[config.mk]
export PLATFORM = sky130hd
export DESIGN_NAME = coherent_bus_ctrl
export DESIGN_NICKNAME = d
export VERILOG_FILES = /design/src/rtl/coherent_bus_ctrl.sv
export SDC_FILE = /design/constraint.sdc
export NUM_CORES = 1
export LEC_CHECK = 0
export CAP_MARGIN = 20
export CORE_AREA = 2 2 200 202
export DETAILED_ROUTE_END_ITERATION = 8
export DIE_AREA = 0 0 202 204
export DONT_BUFFER_PORTS = 1
export PLACE_DENSITY = 0.3
export SYNTH_ARGS = -nofsm -noshare
export SYNTH_HDL_FRONTEND = slang
export SYNTH_SLANG_ARGS = --single-unit
export TNS_END_PERCENT = 30
[constraint.sdc]
create_clock -name CLK -period 2.1 [get_ports CLK]
set_clock_uncertainty 0.05 [all_clocks]
set_input_delay 0.21 -clock CLK [delete_from_list [all_inputs] [get_ports CLK]]
set_output_delay 0.21 -clock CLK [all_outputs]
set_load 0.02 [all_outputs]
[src/rtl/coherent_bus_ctrl.sv]
// coherent_bus_ctrl: round-robin I/D arbiter with snoop broadcast, cache-to-cache transfer and snoop timeout
module coherent_bus_ctrl #(
  parameter int NCPU      = 2,
  parameter int AW        = 32,
  parameter int DW        = 32,
  parameter int SNOOP_TMO = 15
) (
  input  logic                     CLK,
  input  logic                     nRST,
  input  logic [NCPU-1:0]          iREN,
  input  logic [NCPU-1:0][AW-1:0]  iaddr,
  output logic [NCPU-1:0]          iwait,
  output logic [NCPU-1:0][DW-1:0]  iload,
  input  logic [NCPU-1:0]          dREN,
  input  logic [NCPU-1:0]          dWEN,
  input  logic [NCPU-1:0][AW-1:0]  daddr,
  input  logic [NCPU-1:0][DW-1:0]  dstore,
  output logic [NCPU-1:0]          dwait,
  output logic [NCPU-1:0][DW-1:0]  dload,
  input  logic [NCPU-1:0]          cctrans,
  input  logic [NCPU-1:0]          ccwrite,
  input  logic [NCPU-1:0]          ccack,
  input  logic [NCPU-1:0]          cchit,
  output logic [NCPU-1:0]          ccwait,
  output logic [NCPU-1:0]          ccinv,
  output logic [NCPU-1:0][AW-1:0]  ccsnoopaddr,
  output logic                     ramREN,
  output logic                     ramWEN,
  output logic [AW-1:0]            ramaddr,
  output logic [DW-1:0]            ramstore,
  input  logic [DW-1:0]            ramload,
  input  logic [1:0]               ramstate,
  output logic                     snoop_err
);
  localparam int IW = $clog2(NCPU);
  localparam logic [1:0] RAM_BUSY = 2'd1, RAM_ACCESS = 2'd2, RAM_ERROR = 2'd3;
  typedef enum logic [2:0] {IDLE, WB, SNOOP, C2C, FETCH} state_t;
  state_t state_q, state_d;
  logic [IW-1:0] gnt_q, gnt_d, src_q, src_d, dptr_q, dptr_d, iptr_q, iptr_d;
  logic [7:0] tmo_q, tmo_d;
  logic snoop_err_q, snoop_err_d;
  logic [IW-1:0] g, k, lowhit;
  logic [NCPU-1:0] others, hits;
  logic all_ack, hold, acc;

  function automatic logic [IW-1:0] rr_pick(input logic [NCPU-1:0] req, input logic [IW-1:0] ptr);
    rr_pick = '0;
    for (int i = NCPU-1; i >= 0; i--) begin
      logic [IW:0] s;
      logic [IW-1:0] idx;
      s = {1'b0, ptr} + (IW+1)'(i);
      idx = (s >= (IW+1)'(NCPU)) ? IW'(s - (IW+1)'(NCPU)) : IW'(s);
      if (req[idx]) rr_pick = idx;
    end
  endfunction

  function automatic logic [IW-1:0] inc(input logic [IW-1:0] p);
    inc = (p == IW'(NCPU-1)) ? '0 : p + IW'(1);
  endfunction

  assign g         = rr_pick(dREN | dWEN, dptr_q);
  assign k         = rr_pick(iREN, iptr_q);
  assign others    = ~(NCPU'(1) << gnt_q);
  assign hits      = cchit & ccack & others;
  assign lowhit    = rr_pick(hits, '0);
  assign all_ack   = &(ccack | ~others);
  assign acc       = ramstate == RAM_ACCESS;
  assign hold      = ramstate == RAM_BUSY || ramstate == RAM_ERROR;
  assign snoop_err = snoop_err_q;

  // next-state: grants, snoop resolution and pointer/timeout bookkeeping; frozen while RAM is busy or faulted
  always_comb begin
    state_d     = state_q;
    gnt_d       = gnt_q;
    src_d       = src_q;
    dptr_d      = dptr_q;
    iptr_d      = iptr_q;
    tmo_d       = tmo_q;
    snoop_err_d = snoop_err_q;
    if (!hold) begin
      case (state_q)
        IDLE: begin
          if (|(dREN | dWEN)) begin
            gnt_d   = g;
            dptr_d  = inc(g);
            tmo_d   = '0;
            state_d = (dWEN[g] && !cctrans[g]) ? WB : cctrans[g] ? SNOOP : FETCH;
          end else if (|iREN && acc) iptr_d = inc(k);
        end
        WB:    if (!dWEN[gnt_q]) state_d = IDLE;
        SNOOP: begin
          tmo_d = tmo_q + 8'd1;
          if (all_ack) begin
            src_d   = lowhit;
            state_d = |hits ? C2C : FETCH;
          end else if (tmo_q == 8'(SNOOP_TMO)) begin
            snoop_err_d = 1'b1;
            state_d     = FETCH;
          end
        end
        C2C:     if (!(dREN[gnt_q] && dWEN[src_q])) state_d = IDLE;
        FETCH:   if (!dREN[gnt_q]) state_d = IDLE;
        default: state_d = IDLE;
      endcase
    end
  end

  // outputs: combinational from state and inputs; everything at defaults while reset is asserted
  always_comb begin
    iwait       = '1;
    dwait       = '1;
    iload       = '0;
    dload       = '0;
    ccwait      = '0;
    ccinv       = '0;
    ccsnoopaddr = '0;
    ramREN      = 1'b0;
    ramWEN      = 1'b0;
    ramaddr     = '0;
    ramstore    = '0;
    if (nRST) begin
      case (state_q)
        IDLE: begin
          if (!(|(dREN | dWEN)) && |iREN) begin
            ramREN   = 1'b1;
            ramaddr  = iaddr[k];
            iload[k] = ramload;
            iwait[k] = !acc;
          end
        end
        WB: begin
          ramWEN       = 1'b1;
          ramaddr      = daddr[gnt_q];
          ramstore     = dstore[gnt_q];
          dwait[gnt_q] = !acc;
        end
        SNOOP: begin
          ccwait             = others;
          ccinv              = others & {NCPU{ccwrite[gnt_q]}};
          ccsnoopaddr        = {NCPU{daddr[gnt_q]}};
          ccsnoopaddr[gnt_q] = '0;
        end
        C2C: begin
          ccwait[src_q] = 1'b1;
          dload[gnt_q]  = dstore[src_q];
          ramWEN        = 1'b1;
          ramaddr       = daddr[src_q];
          ramstore      = dstore[src_q];
          dwait[gnt_q]  = !acc;
          dwait[src_q]  = !acc;
        end
        FETCH: begin
          ramREN       = 1'b1;
          ramaddr      = daddr[gnt_q];
          dload[gnt_q] = ramload;
          dwait[gnt_q] = !acc;
        end
        default: ;
      endcase
    end
  end

  // state register with asynchronous active-low reset
  always_ff @(posedge CLK or negedge nRST) begin
    if (!nRST) begin
      state_q     <= IDLE;
      gnt_q       <= '0;
      src_q       <= '0;
      dptr_q      <= '0;
      iptr_q      <= '0;
      tmo_q       <= '0;
      snoop_err_q <= 1'b0;
    end else begin
      state_q     <= state_d;
      gnt_q       <= gnt_d;
      src_q       <= src_d;
      dptr_q      <= dptr_d;
      iptr_q      <= iptr_d;
      tmo_q       <= tmo_d;
      snoop_err_q <= snoop_err_d;
    end
  end
endmodule

# After elaboration in Yosys (flattened, before gate mapping)

Cells that the tools add are included.

Bits in registers: 16
Bits of input ports: 242
Output and inout bits: 267
Logic and storage cells: 180

$add $sub $neg: 9
Order comparisons: 15
Equality and inequality tests: 13
Shift operators: 1
Multiplexer cells: 91
Bitwise logic cells: 19
Reduce and logical (&&, ||, !) cells: 25

Operators by type and width:

| kind                                                       | number |
|---|---|
| 2-to-1 mux 32 bit                                          | 15 |
| 2-to-1 mux 64 bit                                          | 6 |
| AND 64 bit                                                 | 4 |
| case mux 64 bit (2 select lines)                           | 1 |
| case mux 32 bit (3 select lines)                           | 1 |
| demux 32 bit (select 1 bit)                                | 2 |
| NOT 64 bit                                                 | 1 |
| case mux 32 bit (2 select lines)                           | 1 |
| 2-to-1 mux 1 bit                                           | 39 |
| 2-to-1 mux 3 bit                                           | 9 |
| less-than comparator 1 x 2 -> 1 bit, second input constant | 8 |
| case mux 8 bit (2 select lines)                            | 1 |
| case mux 3 bit (5 select lines)                            | 1 |
| 2-to-1 mux 2 bit                                           | 7 |
| AND reduction 4 bit                                        | 3 |
| OR reduction 2 bit                                         | 5 |
| adder 8 x 1 -> 8 bit, second input constant                | 1 |
| == test 8 x 4 -> 1 bit, second input constant              | 1 |
| 2-to-1 mux 8 bit                                           | 1 |
| != test 2 bit, second input constant                       | 4 |
| NOT 2 bit                                                  | 4 |
| bitwise OR 2 bit                                           | 4 |
| case mux 2 bit (2 select lines)                            | 2 |
| logical AND 1 bit                                          | 7 |
| 25 further kinds                                           | 45 |

# Depth between registers and ports, before layout

Gate-level depths: netlist of the first run.

Depth after elaboration: 16
Gate-level depth with buffers: 8
Depth with buffers taken out: 6

# Worst setup path before layout of the first run

No wires, ideal clock.

Kind: reg2out
Start point: reg state_q[0]
End point: out ramaddr[10]
Arrival time: 1.826 ns
Required time: 1.840 ns
Slack: 0.014 ns
Stages on the path, launching flop included: 8
Path buffers: 3
Cell sequence: dfrtp_1 > buf_2 > or3_1 > buf_4 > nor2_4 > nand2_1 > clkbuf_1 > o21ai_1

Longest elaborated chain between the ends: 4
Elaborated cells between the ends (all ways): 7
Those cells by class: eq/ne: 3; mux: 2; reduce/logical: 2

RTL lines:

| item                                                    | line | source |
|---|---|---|
| start: declaration                                      | 38   | `state_t state_q, state_d;` |
| start signal: assignment                                | 174  | `state_q <= state_d;` |
| == test 3 x 1 -> 1 bit or == test 3 bit (tied branches) | 122  | `case (state_q)` |
| OR reduction 2 bit (no source line)                     | -    |  |
| case mux 32 bit (3 select lines) (*)                    | 122  |  |
| 2-to-1 mux 32 bit (*)                                   | 121  | `if (nRST) begin` |
| end: declaration                                        | 29   | `output logic [AW-1:0] ramaddr,` |

Mark *: on every way between the ends. The rest lies on a longest branch, timed or not.

# Worst setup path after layout of the first run

Start point: reg state_q[1]
End point: out ramaddr[19]

Same word-level chain as after synthesis.

==> results.md, run 1 <==
- Number of clock buffers inserted by TritonCTS: 3
- Post-synth top cells: sky130_fd_sc_hd__and2_1 (133), sky130_fd_sc_hd__nor2_1 (118), sky130_fd_sc_hd__a22oi_1 (96)
- Total wire length: 33940 µm
- Sequential share of the synthesized area: 0.09481
- Maximum number of pins on one net before global-route repair: 63
- RD Place Congestion: 0.8541
- Most common flop cell mapped by yosys: sky130_fd_sc_hd__dfrtp_1
- Pwr/cell area: 975.8 nW/µm²
- Flip-flop and latch count after synthesis: 16
- Routed length per instance: 24.72 µm
- Syn_area_per_cell: 6.389 µm²
- Fraction of post-synthesis cell area in the top cell type by area: 0.1970
- Number of DRC markers after the initial detailed-route iteration: 400
- Violations in the final reports: negative setup slack
- Setup repair after global routing missed its margin: yes
- Final Critical Period: 2313 ps
- Count of max-cap constraint violations: 0
- Worst slew pin tran: 855.0 ps
- Finish-stage setup viols: 195
- Overall Global Routing Usage: 0.1410
- Count of port buffers added during placement: 0
- Die height: 204 µm
- Worst max-slew margin expressed relative to the limit: 0.4281
- Multi-input gate area: 4796 µm²
- Number of hold violations in the final report: 0
- Leak Pwr: 0.003486 µW
- Buffer type at the clock tree root: sky130_fd_sc_hd__clkbuf_16
- Setup slack at placement: -153.6 ps
- First-pass iteration count of the detailed router: 5
- Synth Net Count: 904
- Antenna Nets Post-Route: 0
- Cell with the most instances after synthesis: sky130_fd_sc_hd__and2_1
- Category of the most critical setup path: register to output pin
- Proportion of layout cells with a drive suffix above 1: 0.6323
- Crit Path Max Fanout: 7
- Number of antenna violations at the first check in global routing: 8
- Wire length of the first global-routing pass: 42440 µm
- Standard-cell rows: 73
- Endpoint kind of the worst setup timing path: output pin
- Number of vias per cell after detailed routing: 4.506
- Number of library cell types mapped by synthesis: 47
- Die footprint: 41210 µm²
- Number of fill cells in the layout: 4308
- Critical path's largest stage delay: 460 ps
- Master of the slowest instance on the critical path: sky130_fd_sc_hd__dfrtp_2
- Die X-Extent: 202 µm
- Maximum vdd ir drop: 354.9 µV
- Cells along the critical path: or3_4 -> nor2_4 -> nand2_4 -> buf_12 -> clkbuf_16 -> o21ai_2 -> buf_6
- Final-layout setup total negative slack: -24390 ps
- Post-synthesis cell count: 661
- Via count of the routed design: 6187
- EDFF count, synth: 0
- Floorplan Core Area: 39180 µm²
- Hpwl dp: 24260 µm
- Outcome: finished with violations
- Area occupied by registers: 405.4 µm²
- Total clock sinks: 16
- Clock insertion delay at the later pin of the skew report: 250 ps
- Num ports: 509
- Post-synthesis async set-or-reset flop share: 1.000
- Area contributors post-synth: sky130_fd_sc_hd__and2_1 (20%), sky130_fd_sc_hd__a22oi_1 (17%), sky130_fd_sc_hd__nor2_1 (10%), sky130_fd_sc_hd__dfrtp_1 (9.5%), sky130_fd_sc_hd__mux2i_1 (8.5%)
- Post-synthesis cell type with the largest combined area: sky130_fd_sc_hd__and2_1
- Leftover overflow at the end of global routing: 0
- DRC viols: 0
- Starting utilization of the core area: 0.1078
- Warning count from the yosys run: 0
- Share of the clock period used by the worst path: 1.101
- Critical path data required time: 1840 ps
- Number of H-tree branching levels: 1
- CTS Buffer Depth: 2
- Least setup slack across all paths after layout: -212.5 ps
- Tightest Hold Check Type: primary input to register
- Number of nets in the finished design: 1087
- Peak clock frequency supported by timing: 432.4 MHz
- Clk slew on worst S/H paths: 50 ps
- Total count of max-transition violations in the final report: 0
- Data arrival time at the worst-slack endpoint: 2050 ps
- Area growth from synthesis to layout: 108.2%
- Clock tree from TritonCTS: done
- Startpoint Class: register
- Syn Std Cell Area: 4223 µm²
- Number of global-route vias before repair: 5990
[area by class of cell]
| type | count | area share |
|---|---|---|
| Multi-Input combinational cell | 573 | 0.5455 |
| Timing Repair Buffer | 246 | 0.3204 |
| Tap cell | 525 | 0.07472 |
| Sequential cell | 16 | 0.04611 |
| Clock buffer | 4 | 0.01011 |
| Inverter | 4 | 0.001708 |
| Antenna cell | 5 | 0.001423 |
[state kept, by name, indices dropped and copies added (netlist names)]
signal / count
iptr_q: 1
tmo_q: 8
src_q: 1
dptr_q: 1
state_q: 3
gnt_q: 1
snoop_err: 1
[worst max-delay path, delay by kind of cell, from the launching register on]
family | cells | cell delay (ps)
AND/OR/NAND/NOR | 3 | 710
flip-flops | 1 | 460
buffers and inverters | 3 | 480
AO/OA/AOI/OAI | 1 | 140
[final timing paths]
check	startpoint	end	slack, ps	depth (start not counted)
min in group asynchronous	nRST	state_q[1]	460	1
worst min register to register	tmo_q[0]	tmo_q[0]	450	1
worst min-delay path	ramstate[0]	snoop_err	4	1
worst max-delay path	state_q[1]	ramaddr[19]	-210	7
max in group asynchronous	nRST	src_q	950	1
worst max register to register	state_q[2]	state_q[0]	30	8
[through the flow]
step	hold slack [ps]	cell area (µm²)	util	total power [µW]	instances
global placement	-133.7	6441	0.1644	5646	1325
detailed placement	-134.1	6441	0.1644	5629	1325
floorplan	-135.6	4223	-	3468	661
global route	10.08	8788	0.2243	9055	1372
finish	4.263	8791	0.2244	8578	1373
CTS	-404.2	7416	0.1893	7081	1349
[routing by layer]
metal | up-vias | track usage | wire [µm]
li1 | 2683 | - | -
met1 | 3002 | 0.1528 | 12200
met2 | 430 | 0.2680 | 17710
met3 | 72 | 0.02997 | 2610
met4 | 0 | 0.05147 | 1416
met5 | - | 0 | 0
[kinds of logic after synthesis]
group | after synthesis | share of synthesized area
compound gates | 189 | 0.2930
xor+xnor | 6 | 0.01244
fa+ha+maj | 1 | 0.002962
buf+inv | 72 | 0.07407
flops | 16 | 0.09481
mux | 40 | 0.09600
simple gates | 337 | 0.4267
[cell usage in the layout, fill, tap and decap left out, drive strengths merged, types with 2 or more instances in the layout]
master,count
nand3b,2
clkbuf,11
mux2i,36
and3,6
o22ai,3
a22oi,96
diode,5
mux2,4
nor3,2
a21boi,2
nand4,3
nor2b,39
a31oi,3
o21ai,38
xor2,5
or4,2
a21oi,35
and2,133
o211a,2
nand2b,2
inv,4
nor3b,4
buf,237
o21bai,2
dfrtp,16
nor2,119
o31ai,3
nand3,6
nand2,15
[power by group]
| part | switching, µW | leakage (µW) | internal (µW) |
|---|---|---|---|
| logic | 4080 | 0.00324 | 3520 |
| clock network | 137 | 0.0000442 | 290 |
| registers | 140 | 0.000198 | 407 |
[timing repair]
item | CTS | global route
cloned | 7 | 8
buffers inserted | 14 | 10
pin swaps | 19 | 96
gates resized for setup | 166 | 307
endpoints found under the hold margin | 16 | 16
endpoints found under the setup margin | 228 | 264
(Power assumes the default switching activity.)
==> run 2: changes to the inputs <==
SKIP_LAST_GASP = 1   (was default)
==> results.md, run 2 (synthesis results as in run 1) <==
- Outcome: finished with violations
- Violations in the final reports: negative hold slack, negative setup slack
- Proportion of layout cells with a drive suffix above 1: 0.4690 (-0.1632)
- Count of max-cap constraint violations: 0 (unchanged)
- Overall Global Routing Usage: 0.1403 (-0.0007137)
- Die footprint: 41210 µm² (unchanged)
- CTS Buffer Depth: 2 (unchanged)
- Clk slew on worst S/H paths: 50 ps (about the same)
- Standard cell area after detailed placement: 6441 µm² (unchanged)
- Die X-Extent: 202 µm (unchanged)
- Die height: 204 µm (unchanged)
- Number of H-tree branching levels: 1 (unchanged)
- Tightest Hold Check Type: primary input to asynchronous set/reset pin
- Largest register by flop count: tmo_q
- Leak Pwr: 0.003324 µW (-4.7%)
- Antenna Nets Post-Route: 0 (unchanged)
- Largest register FFs: 8 (unchanged)
- Share of the clock period used by the worst path: 1.084 (-0.01683)
- Standard-cell rows: 73 (unchanged)
- Number of fill cells in the layout: 4377 (+1.6%)
- Total wire length: 33690 µm (-0.72%)
- Area growth from synthesis to layout: 93.72%
- Category of the most critical setup path: register to output pin
- Routed length per instance: 24.58 µm (-0.57%)
- Final Critical Period: 2277 ps (-35.34 ps)
- Highest-count cells in the layout ignoring fill and taps: sky130_fd_sc_hd__buf_4 (134), sky130_fd_sc_hd__and2_1 (127), sky130_fd_sc_hd__nor2_1 (81), sky130_fd_sc_hd__a22oi_1 (74), sky130_fd_sc_hd__buf_6 (66)
- Starting utilization of the core area: 0.1078 (unchanged)
- Num ports: 509 (unchanged)
- Hpwl dp: 24260 µm (unchanged)
- Finish-stage setup viols: 226 (+16%)
- Number of DRC markers after the initial detailed-route iteration: 532 (+33%)
- Number of global-route vias before repair: 5968 (-0.37%)
- Wire length of the first global-routing pass: 42150 µm (-0.70%)
- First-pass iteration count of the detailed router: 6 (+1)
- Startpoint Class: register
- Worst slew pin tran: 537.9 ps (-317.2 ps)
- DRC viols: 0 (unchanged)
- Number of clock buffers inserted by TritonCTS: 3 (unchanged)
- Logic gate share of total power: 0.880 (-0.006)
- Peak clock frequency supported by timing: 439.1 MHz (+1.6%)
- RD Place Congestion: 0.8541 (unchanged)
- Critical path data required time: 1840 ps (about the same)
- Design Area, Final: 8180 µm² (-6.9%)
- Clock tree from TritonCTS: done
- Worst max-slew margin expressed relative to the limit: 0.6414 (+0.2133)
- Switching part of the total: 0.5153 (+0.007174)
- Total clock sinks: 16 (unchanged)
- Via count of the routed design: 6124 (-1.0%)
- Crit Path Max Fanout: 33 (+26)
- Worst Hold Slack: -397.4 ps (-401.7 ps)
- Leftover overflow at the end of global routing: 0 (unchanged)
- Data arrival time at the worst-slack endpoint: 2020 ps (-30 ps)
- Number of hold violations in the final report: 16 (+16)
- Utilization after layout: 0.2088 (-0.01558)
- Number of nets in the finished design: 1084 (-0.28%)
- Cell-internal power: 3904 µW (-7.5%)
- Commonest non-fill, non-tap cell in the layout: sky130_fd_sc_hd__buf_4
- Clock insertion delay at the later pin of the skew report: 250 ps (about the same)
- Number of antenna violations at the first check in global routing: 5 (-3)
- Total count of max-transition violations in the final report: 0 (unchanged)
- Setup slack at placement: -153.6 ps (unchanged)
- Least setup slack across all paths after layout: -177.2 ps (+35.34 ps)
- Largest registers: tmo_q (8), state_q (3)
- Clk network pwr share: 0.052 (+0.002)
- Post-Place Cells: 1325 (unchanged)
- Maximum number of pins on one net before global-route repair: 63 (unchanged)
- Slack of the worst reg-to-reg path: -30 ps (-60 ps)
- Buffer type at the clock tree root: sky130_fd_sc_hd__clkbuf_16
- Count of port buffers added during placement: 0 (unchanged)
- Maximum vdd ir drop: 350.3 µV (-1.3%)
- Final cell count without fillers: 1371 (-0.15%)
- Pwr/cell area: 984.7 nW/µm² (+0.91%)
- Endpoint kind of the worst setup timing path: output pin
- Floorplan Core Area: 39180 µm² (unchanged)
- Number of vias per cell after detailed routing: 4.467 (-0.87%)
- Setup repair after global routing missed its margin: yes
- P_sw: 4151 µW (-4.8%)
- Proportion of power drawn by flip-flops and latches: 0.068 (+0.004)
run 2: changes by cell type in the layout (fill, tap and decap cells not counted), sizes merged:
cell,change
clkbuf,-2
diode,+1
dlygate4sd3,-1
run 2: cell type report:
type,count,area (µm²),area share
clock buffer,4,88.84,0.01086
sequential,16,405.4,0.04956
tap,525,656.9,0.08030
inverter,4,15.01,0.001835
multi-input combinational,573,4359,0.5329
timing repair buffer,243,2640,0.3227
antenna,6,15.01,0.001835
run 2: repair_timing:
action / CTS / global route
setup buffers: 14 / 15
endpoints found under the hold margin: 16 / 16
pin swaps: 17 / 41
cloned: 7 / 6
resized for setup: 106 / 181
endpoints found under the setup margin: 228 / 265
run 2: critical path, cell delays in order (launching register included):
cell	delay [ps]
sky130_fd_sc_hd__dfrtp_2	460
sky130_fd_sc_hd__or3_4	420
sky130_fd_sc_hd__nor2_4	140
sky130_fd_sc_hd__and3_1	220
sky130_fd_sc_hd__buf_12	180
sky130_fd_sc_hd__and2_1	160
sky130_fd_sc_hd__buf_4	140
run 2: metrics by stage:
step	total power [µW]	setup TNS, ps
finish	8055	-24980
global route	8549	-46380
CTS	6940	-29860
detailed placement	5629	-664.4
global placement	5646	-528.4
floorplan	3468	0
run 2: per-layer routing:
metal	GRT usage	vias up	share of wire
li1	-	2678	-
met1	0.1516	2954	0.36
met2	0.2652	424	0.52
met3	0.03077	68	0.080
met4	0.05383	0	0.043
met5	0	-	0
run 2: final timing paths:
path,start,endpoint,cells past startpoint
worst max-delay path,state_q[1],iload[37],6
worst min-delay path,nRST,state_q[1],0
worst max register to register,state_q[2],state_q[0],9
worst min register to register,tmo_q[0],tmo_q[0],1
max in group asynchronous,nRST,src_q,0
min in group CLK,ramstate[0],snoop_err,1
run 2: power groups by stage:
| stage | clock, µW | combinational, µW | sequential (µW) |
|---|---|---|---|
| floorplan | 0 | 3010 | 453 |
| global placement | 0 | 5110 | 533 |
| detailed placement | 0 | 5090 | 536 |
| CTS | 436 | 5970 | 538 |
| global route | 447 | 7540 | 562 |
| finish | 422 | 7090 | 545 |
